## src/rtl/sha_256_pad.sv

```systemverilog
// SHA-256 message padder: packs a byte stream into 512-bit blocks with the 0x80 marker,
// zero fill and 64-bit bit-length. Define SHA_PAD_BLKCNT_EN to add the blk_cnt_o block counter.
module sha_256_pad #(
  parameter int n     = 32,
  parameter int m     = 16,
  parameter int LEN_W = 64
) (
  input  logic               clk_i,
  input  logic               rst_i,
  input  logic [7:0]         in_data_i,
  input  logic               in_valid_i,
  input  logic               in_last_i,
  output logic               in_ready_o,
  output logic [n-1:0]       blk_o [0:m-1],
  output logic               blk_valid_o,
  output logic               blk_last_o,
  input  logic               blk_ready_i
`ifdef SHA_PAD_BLKCNT_EN
  , output logic [15:0]      blk_cnt_o
`endif
);
  localparam int NB = n * m / 8;
  localparam int WB = n / 8;
  localparam int IW = $clog2(NB);
  localparam logic [IW:0]   LEN_IDX = (IW+1)'(NB - 8);
  localparam logic [IW-1:0] IDX_MAX = IW'(NB - 1);

  typedef enum logic [2:0] {S_LOAD, S_PAD, S_LEN, S_OUT, S_OUT_LAST} state_t;

  state_t                 state;
  logic [0:NB-1][7:0]     buf_q;
  logic [IW-1:0]          idx;
  logic [IW:0]            idx_inc;
  logic [LEN_W-1:0]       len;
  logic                   pad_pending, len_pending, wrapped;

  assign idx_inc = {1'b0, idx} + 1'b1;

  // Ascending packed buffer: the slice MSB is the lowest byte index, giving big-endian words.
  for (genvar w = 0; w < m; w++) begin : g_word
    assign blk_o[w] = buf_q[WB*w +: WB];
  end

  always_ff @(posedge clk_i or posedge rst_i) begin
    if (rst_i) begin
      state       <= S_LOAD;
      buf_q       <= '0;
      idx         <= '0;
      len         <= '0;
      pad_pending <= 1'b0;
      len_pending <= 1'b0;
      wrapped     <= 1'b0;
      in_ready_o  <= 1'b1;
      blk_valid_o <= 1'b0;
      blk_last_o  <= 1'b0;
    end else begin
      case (state)
        S_LOAD: if (in_valid_i) begin
          buf_q[idx] <= in_data_i;
          idx        <= idx + 1'b1;
          len        <= len + LEN_W'(8);
          if (in_last_i) begin
            state      <= S_PAD;
            in_ready_o <= 1'b0;
            wrapped    <= (idx == IDX_MAX);
          end else if (idx == IDX_MAX) begin
            state       <= S_OUT;
            in_ready_o  <= 1'b0;
            blk_valid_o <= 1'b1;
          end
        end
        S_PAD: begin
          // A message ending on byte 63 leaves no room: the marker moves to the next block.
          if (wrapped) begin
            state       <= S_OUT;
            pad_pending <= 1'b1;
            blk_valid_o <= 1'b1;
          end else begin
            buf_q[idx] <= 8'h80;
            idx        <= idx + 1'b1;
            if (idx_inc <= LEN_IDX) begin
              state <= S_LEN;
            end else begin
              state       <= S_OUT;
              len_pending <= 1'b1;
              blk_valid_o <= 1'b1;
            end
          end
        end
        S_LEN: begin
          buf_q[NB-8 +: 8] <= len;
          state            <= S_OUT_LAST;
          blk_valid_o      <= 1'b1;
          blk_last_o       <= 1'b1;
        end
        S_OUT: if (blk_ready_i) begin
          buf_q       <= '0;
          blk_valid_o <= 1'b0;
          pad_pending <= 1'b0;
          len_pending <= 1'b0;
          wrapped     <= 1'b0;
          if (pad_pending) begin
            idx   <= '0;
            state <= S_PAD;
          end else if (len_pending) begin
            state <= S_LEN;
          end else begin
            state      <= S_LOAD;
            in_ready_o <= 1'b1;
          end
        end
        S_OUT_LAST: if (blk_ready_i) begin
          buf_q       <= '0;
          blk_valid_o <= 1'b0;
          blk_last_o  <= 1'b0;
          len         <= '0;
          idx         <= '0;
          state       <= S_LOAD;
          in_ready_o  <= 1'b1;
        end
        default: state <= S_LOAD;
      endcase
    end
  end

`ifdef SHA_PAD_BLKCNT_EN
  always_ff @(posedge clk_i or posedge rst_i) begin
    if (rst_i)                            blk_cnt_o <= '0;
    else if (blk_valid_o && blk_ready_i)  blk_cnt_o <= (state == S_OUT_LAST) ? 16'd0 : blk_cnt_o + 16'd1;
  end
`endif
endmodule

```

## config.mk

```make
export PLATFORM = sky130hd
export DESIGN_NAME = sha_256_pad
export DESIGN_NICKNAME = d
export VERILOG_FILES = /design/src/rtl/sha_256_pad.sv
export SDC_FILE = /design/constraint.sdc
export NUM_CORES = 1
export LEC_CHECK = 0
export CAP_MARGIN = 10
export CORE_MARGIN = 2
export CORE_UTILIZATION = 47
export CTS_CLUSTER_DIAMETER = 40
export DETAILED_ROUTE_END_ITERATION = 6
export PLACE_DENSITY = 0.77
export SYNTH_ARGS = -nofsm -noshare
export SYNTH_HDL_FRONTEND = slang
export SYNTH_SLANG_ARGS = --single-unit
```

## constraint.sdc

```tcl
create_clock -name clk_i -period 19.2 [get_ports clk_i]
set_clock_uncertainty 0.1 [all_clocks]
set_input_delay 1.92 -clock clk_i [delete_from_list [all_inputs] [get_ports clk_i]]
set_output_delay 1.92 -clock clk_i [all_outputs]
set_load 0.05 [all_outputs]
```

[Word level (Yosys, flattened, before mapping)]
Cells that the tools add are included.
Word-level totals
  logic and storage cells: 175
  output and inout bits: 515
  bits of input ports: 13
  flip-flop bits (word level): 591
Operators by class
  bitwise logic cells: 4
  mux-type cells: 50
  magnitude comparators: 3
  equality and inequality tests: 20
  reductions and logical operators: 22
  add/subtract/negate cells: 3
Operators with widths (number)
  512-bit two-way mux: 3
  448-bit case mux with 3 select lines: 1
  512-bit bitwise mux: 1
  448-bit AND: 1
  448-bit NOT: 1
  64-bit case mux with 4 select lines: 1
  64-bit two-way mux: 2
  64-bit case mux with 2 select lines: 1
  64-bit by 4-bit adder with 64-bit output, second input constant: 1
  64-bit bitwise OR: 1
  8-bit demux with 6-bit select: 1
  6-bit two-way mux: 5
  2-bit != test, second input constant: 12
  6-bit case mux with 4 select lines: 1
  3-bit two-way mux: 7
  4-bit AND reduction: 5
  1-bit two-way mux: 18
  3-bit case mux with 5 select lines: 1
  6-bit AND reduction: 2
  8-bit two-way mux: 1
  1-bit case mux with 2 select lines: 4
  2-bit nonzero test: 4
  4-bit nonzero test: 2
  6-bit by 1-bit adder with 7-bit output, second input constant: 1
  21 further kinds: 25

[Longest topological paths before layout]
Gate-level depths: netlist of the first run.
  depth in word-level cells: 9
  gate-level depth with buffers: 10
  mapped depth without buffers: 6

[Worst setup path before layout of the first run]
Ideal clock, no wire load.
  path kind: input-to-reg
  start: input port in_valid_i
  end: register len[43]
  slack: 15539 ps
  path buffers: 1
  stages: 6
  arrival: 3483 ps
  path through: clkbuf_1 mux2i_2 nor3_2 nand4_1 or4_1 a21oi_1
On the way
  longest elaborated chain between the ends: 2
Ends and longest elaborated chain
  start, declared: RTL line 11  | input logic in_valid_i,
  2-bit != test (no source line)
  3-bit AND reduction (no source line)
  end signal, assigned: RTL line 61  | len <= len + LEN_W'(8);
  end, declared: RTL line 34  | logic [LEN_W-1:0] len;
Every way passes these cells.
A chain may end at the register's enable or synchronous reset.

[Worst setup path in the final report of the first run]
  start: input port blk_ready_i
  end: register buf_q (netlist bit blk_o[113])
On the way
  longest elaborated chain between the ends: 2
Ends and longest elaborated chain
  start, declared: RTL line 17  | input logic blk_ready_i
  2-bit by 1-bit != test with 1-bit output (no source line)
  4-bit AND reduction (no source line)
  end signal, assigned by index: RTL line 59  | buf_q[idx] <= in_data_i;
  end signal, assigned by index: RTL line 91  | buf_q[NB-8 +: 8] <= len;
  end, declared: RTL line 31  | logic [0:NB-1][7:0] buf_q;
Every way passes these cells.

==> summary.txt, run 1 <==
Clock network
  • TritonCTS Buffers: 82
  • Clock buffer depth: 3
  • Worst-path clk slew: roughly 0.060 ns
  • H-tree depth: 3
  • Post-CTS Setup Bufs: 0
  • CTS Hold Buffers Added: 0
  • Worst-Skew Late Latency: about 0.6 ns
  • Clock root cell: clkbuf_16
  • CTS Sinks: slightly below 600
  • CTS tree: yes
  • PostCTS Resize Cnt: 0

Final layout
  • Multi-input gate area: around 9700 um^2
  • Area delta synth->final: 33.7%
  • Final net count: 2,942
  • Register area: approximately 15,000 um^2
  • Most frequent cells in the layout: dfrtp_1, clkdlybuf4s50_1, o21ai_0
  • # fillers: approximately 4,000
  • Most common cell after layout, fill and taps aside: dfrtp_1
  • Layout cell share with drive strength beyond 1: 8.06%

Global routing
  • First-pass GRT wire length: ~130,000 um
  • Number of global-route vias before repair: roughly 22,000
  • Maximum number of pins on one net before global-route repair: roughly 150
  • Initial antenna violation count: 3
  • GRT Residual Overflow: 0
  • GRT Overall Usage: ~30%

Worst setup path
  • CP required: roughly 20 ns
  • Crit-path cells: clkdlybuf4s50_1 -> nand2_4 -> buf_4 -> buf_4 -> nand3_1 -> o21ai_0
  • FF-to-FF Start: state[1]
  • WS Path Type: in -> reg
  • Slowest CP cell: buf_4
  • CP endpoint: blk_o[113]
  • Crit-path max FO: ~120
  • CP Launch Point: blk_ready_i
  • Reg-to-reg slack, setup: between 10 and 15 ns
  • CP endpoint kind: flip-flop
  • Max incr delay on CP: 1.00 ns
  • Critical Path Source Type: primary input
  • Worst Path Arrival: roughly 5.9 ns
  • R2R cell count: 7
  • Most used cell, CP: buf_4
  • Reg2Reg Capture Point: blk_o[113]

Power and ir drop
  • Overall power: 4700 uW
  • PwrDens: approximately 140 nW/um^2
  • Peak VDD IR: around 0.093 mV
  • Pleak: about 0.014 uW

Timing
  • Slew HR: about 15%
  • Finish-stage setup viols: 0
  • Setup tns final: 0 ns
  • RSZ-0062 raised after global routing: false
  • Hold Violations, Final: 0
  • F_max: roughly 180 MHz
  • Min cycle time layout: around 5.5 ns
  • Final Slew Violations: 0
  • Final period util: around 29%
  • Final setup margin: 13.67 ns
  • Slew of the pin with the lowest slew margin: 1.28 ns
  • Worst hold margin: about 0.39 ns

Yosys
  • Mean post-synth cell area: 10.2 um^2
  • Yosys reg bits: a little under 600
  • XOR/XNOR Fraction of Synth Area: less than 1%
  • Synthesized instance count: approximately 2,500
  • Post-synthesis simple-gate area fraction: between 10% and 20%
  • Syn Nets: 2,494
  • Mapped Area: 25,300 um^2
  • Number of synthesized flops with an enable pin: 0
  • Netlist cell types: 69
  • Most used DFF post-synth: dfrtp_1
  • Yosys warns: 0
  • Fraction of synthesized area in multiplexers: 2.67%
  • Compound-Gate Fraction of Synth Area: a little under a fifth
  • Post-synthesis adder-cell area fraction: less than 1%
  • Sequential area share after synthesis: roughly three fifths
  • Main combinational cell family by area after synthesis: compound AO/OA/AOI/OAI gates
  • Async set or reset register ratio after synthesis: between 90% and 100%

Place
  • Final HPWL DP: approximately 58,000 um
  • Place WS: 12.99 ns
  • Placer's final routability congestion estimate: 0.884
  • Port Buffers: 527

Drt
  • Routed vias: between 20,000 and 25,000
  • 1st-pass router iterations: 6
  • DR vias/cell: slightly above 6
  • Avg WL per Cell: 23.7 um
  • Post-route ant nets: 0
  • Routed WL: 87,300 um
  • Drt first-iter violations: between 2,000 and 2,500
  • Residual DRC count: 0

Job
  • Maxcap violations: 0

Floorplanning
  • Die span in y: approximately 240 um
  • Num ports: between 500 and 600
  • Die area: 55,600 um^2
  • # rows: 84
  • Die Wd: around 240 um
  • Initial Util: between 40% and 50%
  • Core region area: 52,900 um^2

Outcome
  • Status: complete, no violations

Worst hold path
  • HP Class: reg -> reg
-- synthesized netlist by cell type, types with 14 or more instances --
| library cell | number | area share (%) |
|---|---|---|
| o21ai_0 | 361 | 7.2 |
| o31ai_1 | 21 | 0.62 |
| a21oi_1 | 97 | 1.9 |
| nor2_1 | 145 | 2.2 |
| a22oi_1 | 60 | 1.8 |
| o2bb2ai_1 | 54 | 1.9 |
| mux2i_1 | 65 | 2.6 |
| dfrtp_1 | 587 | 58 |
| nand4_1 | 21 | 0.52 |
| xor2_1 | 19 | 0.66 |
| nor2b_1 | 17 | 0.42 |
| a31oi_1 | 14 | 0.35 |
| o211ai_1 | 51 | 1.5 |
| inv_1 | 28 | 0.42 |
| clkbuf_1 | 139 | 2.1 |
| and3_1 | 21 | 0.52 |
| nand2_1 | 204 | 3.0 |
| a22o_1 | 22 | 0.76 |
| or4_1 | 18 | 0.53 |
| buf_2 | 50 | 0.99 |
| or3_1 | 16 | 0.40 |
| a211oi_1 | 17 | 0.51 |
| nand3_1 | 287 | 5.7 |
-- worst min-delay path by stage --
stage                           start     endpoint  slack [ns]  depth (start not counted)
after floorplan           len_pending  len_pending        0.35                          2
after global placement    len_pending  len_pending        0.37                          2
after detailed placement     blk_o[4]     blk_o[4]        0.37                          1
after CTS                   blk_o[60]    blk_o[60]        0.39                          1
after global routing        blk_o[44]    blk_o[44]        0.40                          1
final                       blk_o[60]    blk_o[60]        0.39                          1
-- layout make-up --
| type | count | share of cell area, % |
|---|---|---|
| antenna | 2 | 0.0148 |
| clock buffer | 101 | 6.74 |
| clock inverter | 48 | 1.61 |
| inverter | 28 | 0.333 |
| multi-input combinational | 1661 | 28.7 |
| sequential | 588 | 43.6 |
| tap | 688 | 2.55 |
| timing repair buffer | 565 | 16.5 |
-- critical path, delay by kind of cell --
kind / cells / cell delay [ns]
AOI/OAI and AO/OA: 1 / 0.16
and+or+nand+nor: 2 / 0.99
buffers and inverters: 3 / 2.74
-- stage by stage --
step / area, um^2 / cells / util (%)
finish: 33800 / 3681 / 63.9
global route: 33800 / 3681 / 63.9
CTS: 33800 / 3677 / 63.9
detailed placement: 30900 / 3528 / 58.5
global placement: 30900 / 3528 / 58.5
floorplan: 25300 / 2478 / -
-- sequential cells by signal, indices dropped and copies added (netlist names) --
| name | flops |
|---|---|
| len | 61 |
| blk_valid_o | 1 |
| blk_last_o | 1 |
| blk_o | 512 |
| state | 3 |
| idx | 6 |
| wrapped | 1 |
| pad_pending | 1 |
| in_ready_o | 1 |
| len_pending | 1 |
-- metal layers --
layer | wire (um) | track usage (%)
met2 | 40700 | 48.6
met3 | 7870 | 8.06
met1 | 34400 | 39.2
met5 | 10 | 0
met4 | 4320 | 15.5
-- power by group --
part	switching, uW	total [uW]	leakage [uW]	internal (uW)
clock network	592	1540	0.00138	951
registers	140	1520	0.00814	1380
logic	1230	1630	0.00449	407
total	1960	4700	0.0140	2740
-- cell families (layout without fill, tap and decap cells) --
family | count (synthesis) | after routing
simple gates | 800 | 800
compound gates | 767 | 767
flops | 588 | 588
buf+inv | 229 | 742
mux | 67 | 67
xor+xnor | 24 | 24
fa+ha+maj | 3 | 3
other cells | 0 | 2
Power figures use the tool's default switching activity.
==> run 2, diff against run 1 <==
CORE_UTILIZATION = 50   (was 47)
PLACE_DENSITY = 0.78   (was 0.77)
clock period = 5.7 ns   (was 19.2 ns; I/O delays follow)
==> summary.txt, run 2 (same netlist as run 1, synthesis figures left out) <==
Outcome
  • Status: complete, no violations

Timing
  • RSZ-0062 raised after global routing: false
  • Final period util: 71.6%
  • Hold Violations, Final: 0 (unchanged)
  • Slew HR: 20.3% (+5.6 points)
  • Final setup margin: 1.62 ns (-12.05 ns)
  • Setup tns final: 0 ns (unchanged)
  • Min cycle time layout: slightly above 4 ns
  • Slew of the pin with the lowest slew margin: 1.19 ns (-0.0895 ns)
  • F_max: 245 MHz
  • Finish-stage setup viols: 0 (unchanged)
  • Final Slew Violations: 0 (unchanged)

Place
  • Placed cell count: 3,517 (-0.31%)
  • Place WS: 1.71 ns (-11.27 ns)
  • Placer's final routability congestion estimate: 0.897 (+1.5%)
  • Port Buffers: 527 (unchanged)
  • Final HPWL DP: 57,100 um (-0.76%)

Drt
  • Drt first-iter violations: 2,187 (-7.6%)
  • Avg WL per Cell: 23.6 um (-0.36%)
  • Post-route ant nets: 0 (unchanged)
  • Residual DRC count: 0 (unchanged)
  • 1st-pass router iterations: 7 (+1)
  • Routed vias: 22,396 (+0.56%)
  • Routed WL: 87,000 um (-0.41%)
  • DR vias/cell: 6.09 (+0.62%)

Final layout
  • Max FFs per register: 512 (unchanged)
  • Non-Filler Instances: 3,679 (-0.054%)
  • Layout cell share with drive strength beyond 1: 8.42% (+0.36 points)
  • Area delta synth->final: 34.4%
  • Most frequent cells in the layout: dfrtp_1, clkdlybuf4s50_1, o21ai_0
  • Most common cell after layout, fill and taps aside: dfrtp_1
  • Finished Core Util: 68.0% (+4.1 points)
  • Final net count: 2,951 (+0.31%)

Worst setup path
  • CP top delay family: simple AND/OR/NAND/NOR gates
  • Slowest CP cell: buf_4
  • Crit-path max FO: 112 (-3.4%)
  • Critical Path Source Type: flip-flop
  • CP endpoint kind: flip-flop
  • Reg-to-reg slack, setup: 1.62 ns (-12.66 ns)
  • Max incr delay on CP: 0.94 ns (-0.06 ns)
  • Crit-path cells: or3b_2 -> nand2_1 -> nand2_4 -> buf_4 -> nand3_1 -> o21ai_0
  • WS Path Type: reg -> reg
  • Worst Path Arrival: 4.48 ns (-1.44 ns)
  • CP required: 6.09 ns (-13.50 ns)
  • Buf+Inv Stages, Crit Path: 1 (-2)

Clock network
  • TritonCTS Buffers: 84 (+2.4%)
  • Clock buffer depth: 3 (unchanged)
  • Worst-Skew Late Latency: 0.62 ns (about the same)
  • H-tree depth: 3 (unchanged)
  • Post-CTS Setup Bufs: 0 (unchanged)
  • CTS tree: yes
  • CTS Hold Buffers Added: 0 (unchanged)
  • Clock root cell: clkbuf_16
  • CTS Sinks: 588 (unchanged)
  • PostCTS Resize Cnt: 0 (unchanged)
  • Worst-path clk slew: 0.06 ns (about the same)

Job
  • Maxcap violations: 0 (unchanged)

Power and ir drop
  • PwrDens: 470 nW/um^2 (+240%)
  • Pleak: 0.0141 uW (+0.80%)
  • Peak VDD IR: 0.315 mV (+240%)

Global routing
  • Busiest metal layer after global routing: met2
  • Maximum number of pins on one net before global-route repair: 173 (+19%)
  • Met1 GRT Util: 41.3% (+2.2 points)
  • First-pass GRT wire length: 132,000 um (-0.42%)
  • GRT Overall Usage: 32.5% (+1.8 points)
  • Met2 usage: 51.3% (+2.7 points)
  • Number of global-route vias before repair: 22,137 (+0.39%)
  • Initial antenna violation count: 3 (unchanged)
  • GRT Residual Overflow: 0 (unchanged)
  • GR Layer Usage met3: 8.56% (+0.49 points)

Floorplanning
  • Die area: 52,300 um^2 (-5.9%)
  • Die Wd: 229 um (-3.0%)
  • Num ports: 528 (unchanged)
  • Die span in y: 229 um (-3.0%)
  • Core region area: 50,000 um^2 (-5.5%)
  • Initial Util: 50.6% (+2.8 points)
  • # rows: 82 (-2.4%)

Worst hold path
  • HP Class: reg -> reg
[run 2: cell count changes in the layout (fill, tap and decap cells not counted), sizes merged]
cell | previous run | this run
buf | 38 | 45
clkinv | 18 | 24
clkinvlp | 6 | 3
inv | 45 | 48
diode | 2 | 3
[run 2: metrics by stage]
stage	total power, uW	hold slack [ns]	area [um^2]
2_1_floorplan	8550	0.348	25300
3_3_place_gp	10500	0.374	31000
3_5_place_dp	10600	0.370	31000
4_1_cts	16000	0.387	33900
5_1_grt	16500	0.406	34000
6_report	16000	0.380	34000
[run 2: layout make-up]
type | count | area (um^2)
clock inverters | 54 | 619
multi-input cells | 1661 | 9700
inverters | 28 | 109
clock buffers | 101 | 2280
diodes | 3 | 7.51
repair buffers | 572 | 5680
fillers | 3709 | 16000
flip-flops and latches | 588 | 14700
well taps | 672 | 841
[run 2: worst reg2reg max path, delay by kind of cell (launching register included)]
| family | cells | cell delay [ns] |
|---|---|---|
| and+or+nand+nor | 4 | 1.87 |
| buffers and inverters | 1 | 0.94 |
| DFF | 1 | 0.90 |
| AOI/OAI and AO/OA | 1 | 0.16 |
[run 2: path summary, 6_finish.rpt]
path / from / end / cells past startpoint
min reg2reg: blk_last_o / blk_last_o / 1
min: blk_last_o / blk_last_o / 1
min in group asynchronous: rst_i / blk_o[508] / 2
max: state[0] / blk_o[282] / 6
max in group asynchronous: rst_i / blk_o[337] / 3
max reg2reg: state[0] / blk_o[282] / 6
[run 2: report_power, final]
part	switching [uW]	total, uW	internal (uW)
Combinational	4140	5520	1380
Clock	2060	5300	3240
Sequential	470	5130	4660
Total	6670	16000	9280
[run 2: metal layers]
metal | vias to the layer above | wire, um | share of wire (%)
met3 | 231 | 7980 | 9.2
met1 | 11131 | 34000 | 39
met2 | 1109 | 40600 | 47
li1 | 9925 | - | -
met4 | 0 | 4420 | 5.1
met5 | - | 0 | 0
==> run 3, diff against run 2 <==
CORE_UTILIZATION = 47   (was 50)
PLACE_DENSITY = 0.77   (was 0.78)
clock period = 3.3 ns   (was 5.7 ns; I/O delays follow)
==> summary.txt, run 3 (same netlist as run 1, synthesis figures left out) <==
Worst setup path
  • Buf+Inv Stages, Crit Path: 0 (-1)
  • FF-to-FF Start: idx[3]
  • CP required: 3.65 ns (-2.44 ns)
  • Reg-to-reg slack, setup: 0.29 ns (-1.33 ns)
  • CP top delay family: simple AND/OR/NAND/NOR gates
  • R2R cell count: 4 (-2)
  • Crit-path cells: nor3b_2 -> nand2_1 -> a211oi_1 -> nor2_1
  • Worst Path Arrival: 3.37 ns (-1.11 ns)
  • WS Path Type: reg -> reg
  • Max incr delay on CP: 0.90 ns (-0.04 ns)
  • Critical Path Source Type: flip-flop
  • Slowest CP cell: a211oi_1
  • Reg2Reg Capture Point: blk_o[411]
  • Crit-path max FO: 19 (-83%)
  • CP endpoint kind: flip-flop

Outcome
  • Failing checks: design-rule violations
  • Status: finished with violations

Power and ir drop
  • Pleak: 0.0145 uW (+2.8%)
  • PwrDens: 804 nW/um^2 (+71%)
  • Int Power: 16,200 uW (+75%)
  • Clock group share of total power: 32.7% (-0.6 points)
  • Overall power: 27,900 uW (+75%)
  • Reg power frac: 31.5% (-0.6 points)
  • Switch share: 41.7% (-0.073 points)
  • Comb pwr share: 35.8% (+1.2 points)
  • Peak VDD IR: 0.540 mV (+72%)
  • P_sw: 11,600 uW (+74%)

Floorplanning
  • Die span in y: 236 um (+3.1%)
  • # rows: 84 (+2.4%)
  • Num ports: 528 (unchanged)
  • Initial Util: 47.8% (-2.8 points)
  • Die area: 55,600 um^2 (+6.3%)
  • Core region area: 52,900 um^2 (+5.8%)
  • Die Wd: 236 um (+3.1%)

Global routing
  • GRT Residual Overflow: 0 (unchanged)
  • Number of global-route vias before repair: 22,729 (+2.7%)
  • Maximum number of pins on one net before global-route repair: 134 (-23%)
  • Initial antenna violation count: 4 (+1)
  • First-pass GRT wire length: 137,000 um (+3.5%)
  • GRT Overall Usage: 31.7% (-0.82 points)

Place
  • Placer's final routability congestion estimate: 0.883 (-1.6%)
  • Place WS: 0.327 ns (-1.38 ns)
  • Placed cell area: 31,800 um^2 (+2.5%)
  • Final HPWL DP: 60,400 um (+5.8%)
  • Port Buffers: 527 (unchanged)

Job
  • Maxcap violations: 0 (unchanged)

Final layout
  • Most common cell after layout, fill and taps aside: dfrtp_1
  • Finished Core Util: 65.6% (-2.3 points)
  • Final net count: 3,034 (+2.8%)
  • Fin area: 34,700 um^2 (+2.2%)
  • Max FFs per register: 512 (unchanged)
  • Most frequent cells in the layout: dfrtp_1, clkdlybuf4s50_1, o21ai_0
  • Area delta synth->final: 37.3%
  • # fillers: 4,029 (+8.6%)
  • Layout cell share with drive strength beyond 1: 10.9% (+2.5 points)

Clock network
  • TritonCTS Buffers: 81 (-3.6%)
  • CTS tree: yes
  • Clock buffer depth: 3 (unchanged)
  • Worst-path clk slew: 0.05 ns (about the same)
  • Worst-Skew Late Latency: 0.62 ns (about the same)
  • Clock root cell: clkbuf_16
  • CTS Sinks: 588 (unchanged)
  • H-tree depth: 3 (unchanged)

Drt
  • DR vias/cell: 6.07 (-0.26%)
  • Residual DRC count: 2 (+2)
  • 1st-pass router iterations: 7 (unchanged)
  • Routed vias: 22,938 (+2.4%)
  • Avg WL per Cell: 23.7 um (+0.22%)
  • Drt first-iter violations: 2,174 (-0.59%)
  • Post-route ant nets: 0 (unchanged)
  • Routed WL: 89,500 um (+2.9%)

Timing
  • Final Slew Violations: 0 (unchanged)
  • Final period util: 91.3% (+20 points)
  • Worst hold margin: 0.340 ns (-0.0400 ns)
  • Min cycle time layout: 3.01 ns (-1.07 ns)
  • Slew of the pin with the lowest slew margin: 1.30 ns (+0.107 ns)
  • Final setup margin: 0.287 ns (-1.33 ns)
  • Hold Violations, Final: 0 (unchanged)
  • F_max: 332 MHz (+35%)
  • Finish-stage setup viols: 0 (unchanged)
  • Slew HR: 13.5% (-6.8 points)
  • RSZ-0062 raised after global routing: false

Worst hold path
  • Beginning of the worst hold path: in_data_i[1]
  • Hold Crit Depth: 2 (+1)
  • Worst hold endpoint: blk_o[1]
  • HP Class: in -> reg
run 3: changes by cell type in the layout (fill, tap and decap cells not counted), sizes merged:
cell | before | now
inv | 48 | 46
diode | 3 | 4
clkinv | 24 | 18
dlygate4sd3 | 0 | 1
clkinvlp | 3 | 10
clkbuf | 101 | 98
buf | 45 | 130
run 3: timing repair:
action	4_1_cts	5_1_grt
endpoints found under the setup margin	0	0
buffers inserted	0	0
hold endpoints to repair	8	0
hold buffers	1	0
gates resized for setup	0	0
run 3: final cells by class:
| cell class | count | area [um^2] | share of cell area [%] |
|---|---|---|---|
| Sequential cell | 588 | 14700 | 42.4 |
| Multi-Input combinational cell | 1661 | 9700 | 28.0 |
| Tap cell | 688 | 861 | 2.48 |
| Timing Repair Buffer | 658 | 6420 | 18.5 |
| Clock inverter | 53 | 667 | 1.92 |
| Clock buffer | 98 | 2210 | 6.38 |
| Antenna cell | 4 | 10.0 | 0.0289 |
| Inverter | 28 | 109 | 0.314 |
run 3: worst max path at each step:
stage            endpoint         from  depth (start not counted)
2_1_floorplan  blk_last_o        rst_i                          1
3_3_place_gp      len[43]  blk_ready_i                          6
3_5_place_dp      len[43]  blk_ready_i                          6
4_1_cts        blk_o[411]       idx[3]                          4
5_1_grt        blk_o[411]       idx[3]                          4
6_report       blk_o[411]       idx[3]                          4
run 3: power groups by stage:
| stage | logic (uW) | clock network [uW] | registers (uW) |
|---|---|---|---|
| after global placement | 9660 | 0 | 8840 |
| after CTS | 9900 | 9220 | 8770 |
| final | 9970 | 9120 | 8790 |
| after global routing | 10500 | 9540 | 8890 |
| after floorplan | 3600 | 0 | 11200 |
| after detailed placement | 9820 | 0 | 8880 |
run 3: routing by layer:
layer,global-route usage (%),share of wire (%),vias up
li1,-,-,10094
met1,40.7,39,11384
met2,50.6,47,1200
met3,7.47,8.6,260
met4,15.7,4.8,0
met5,0,0,-
run 3: stage by stage:
stage / TNS [ns] / instances
after floorplan: -3022.75 / 2478
after global placement: 0 / 3621
after detailed placement: 0 / 3622
after CTS: 0 / 3774
after global routing: 0 / 3777
final: 0 / 3778
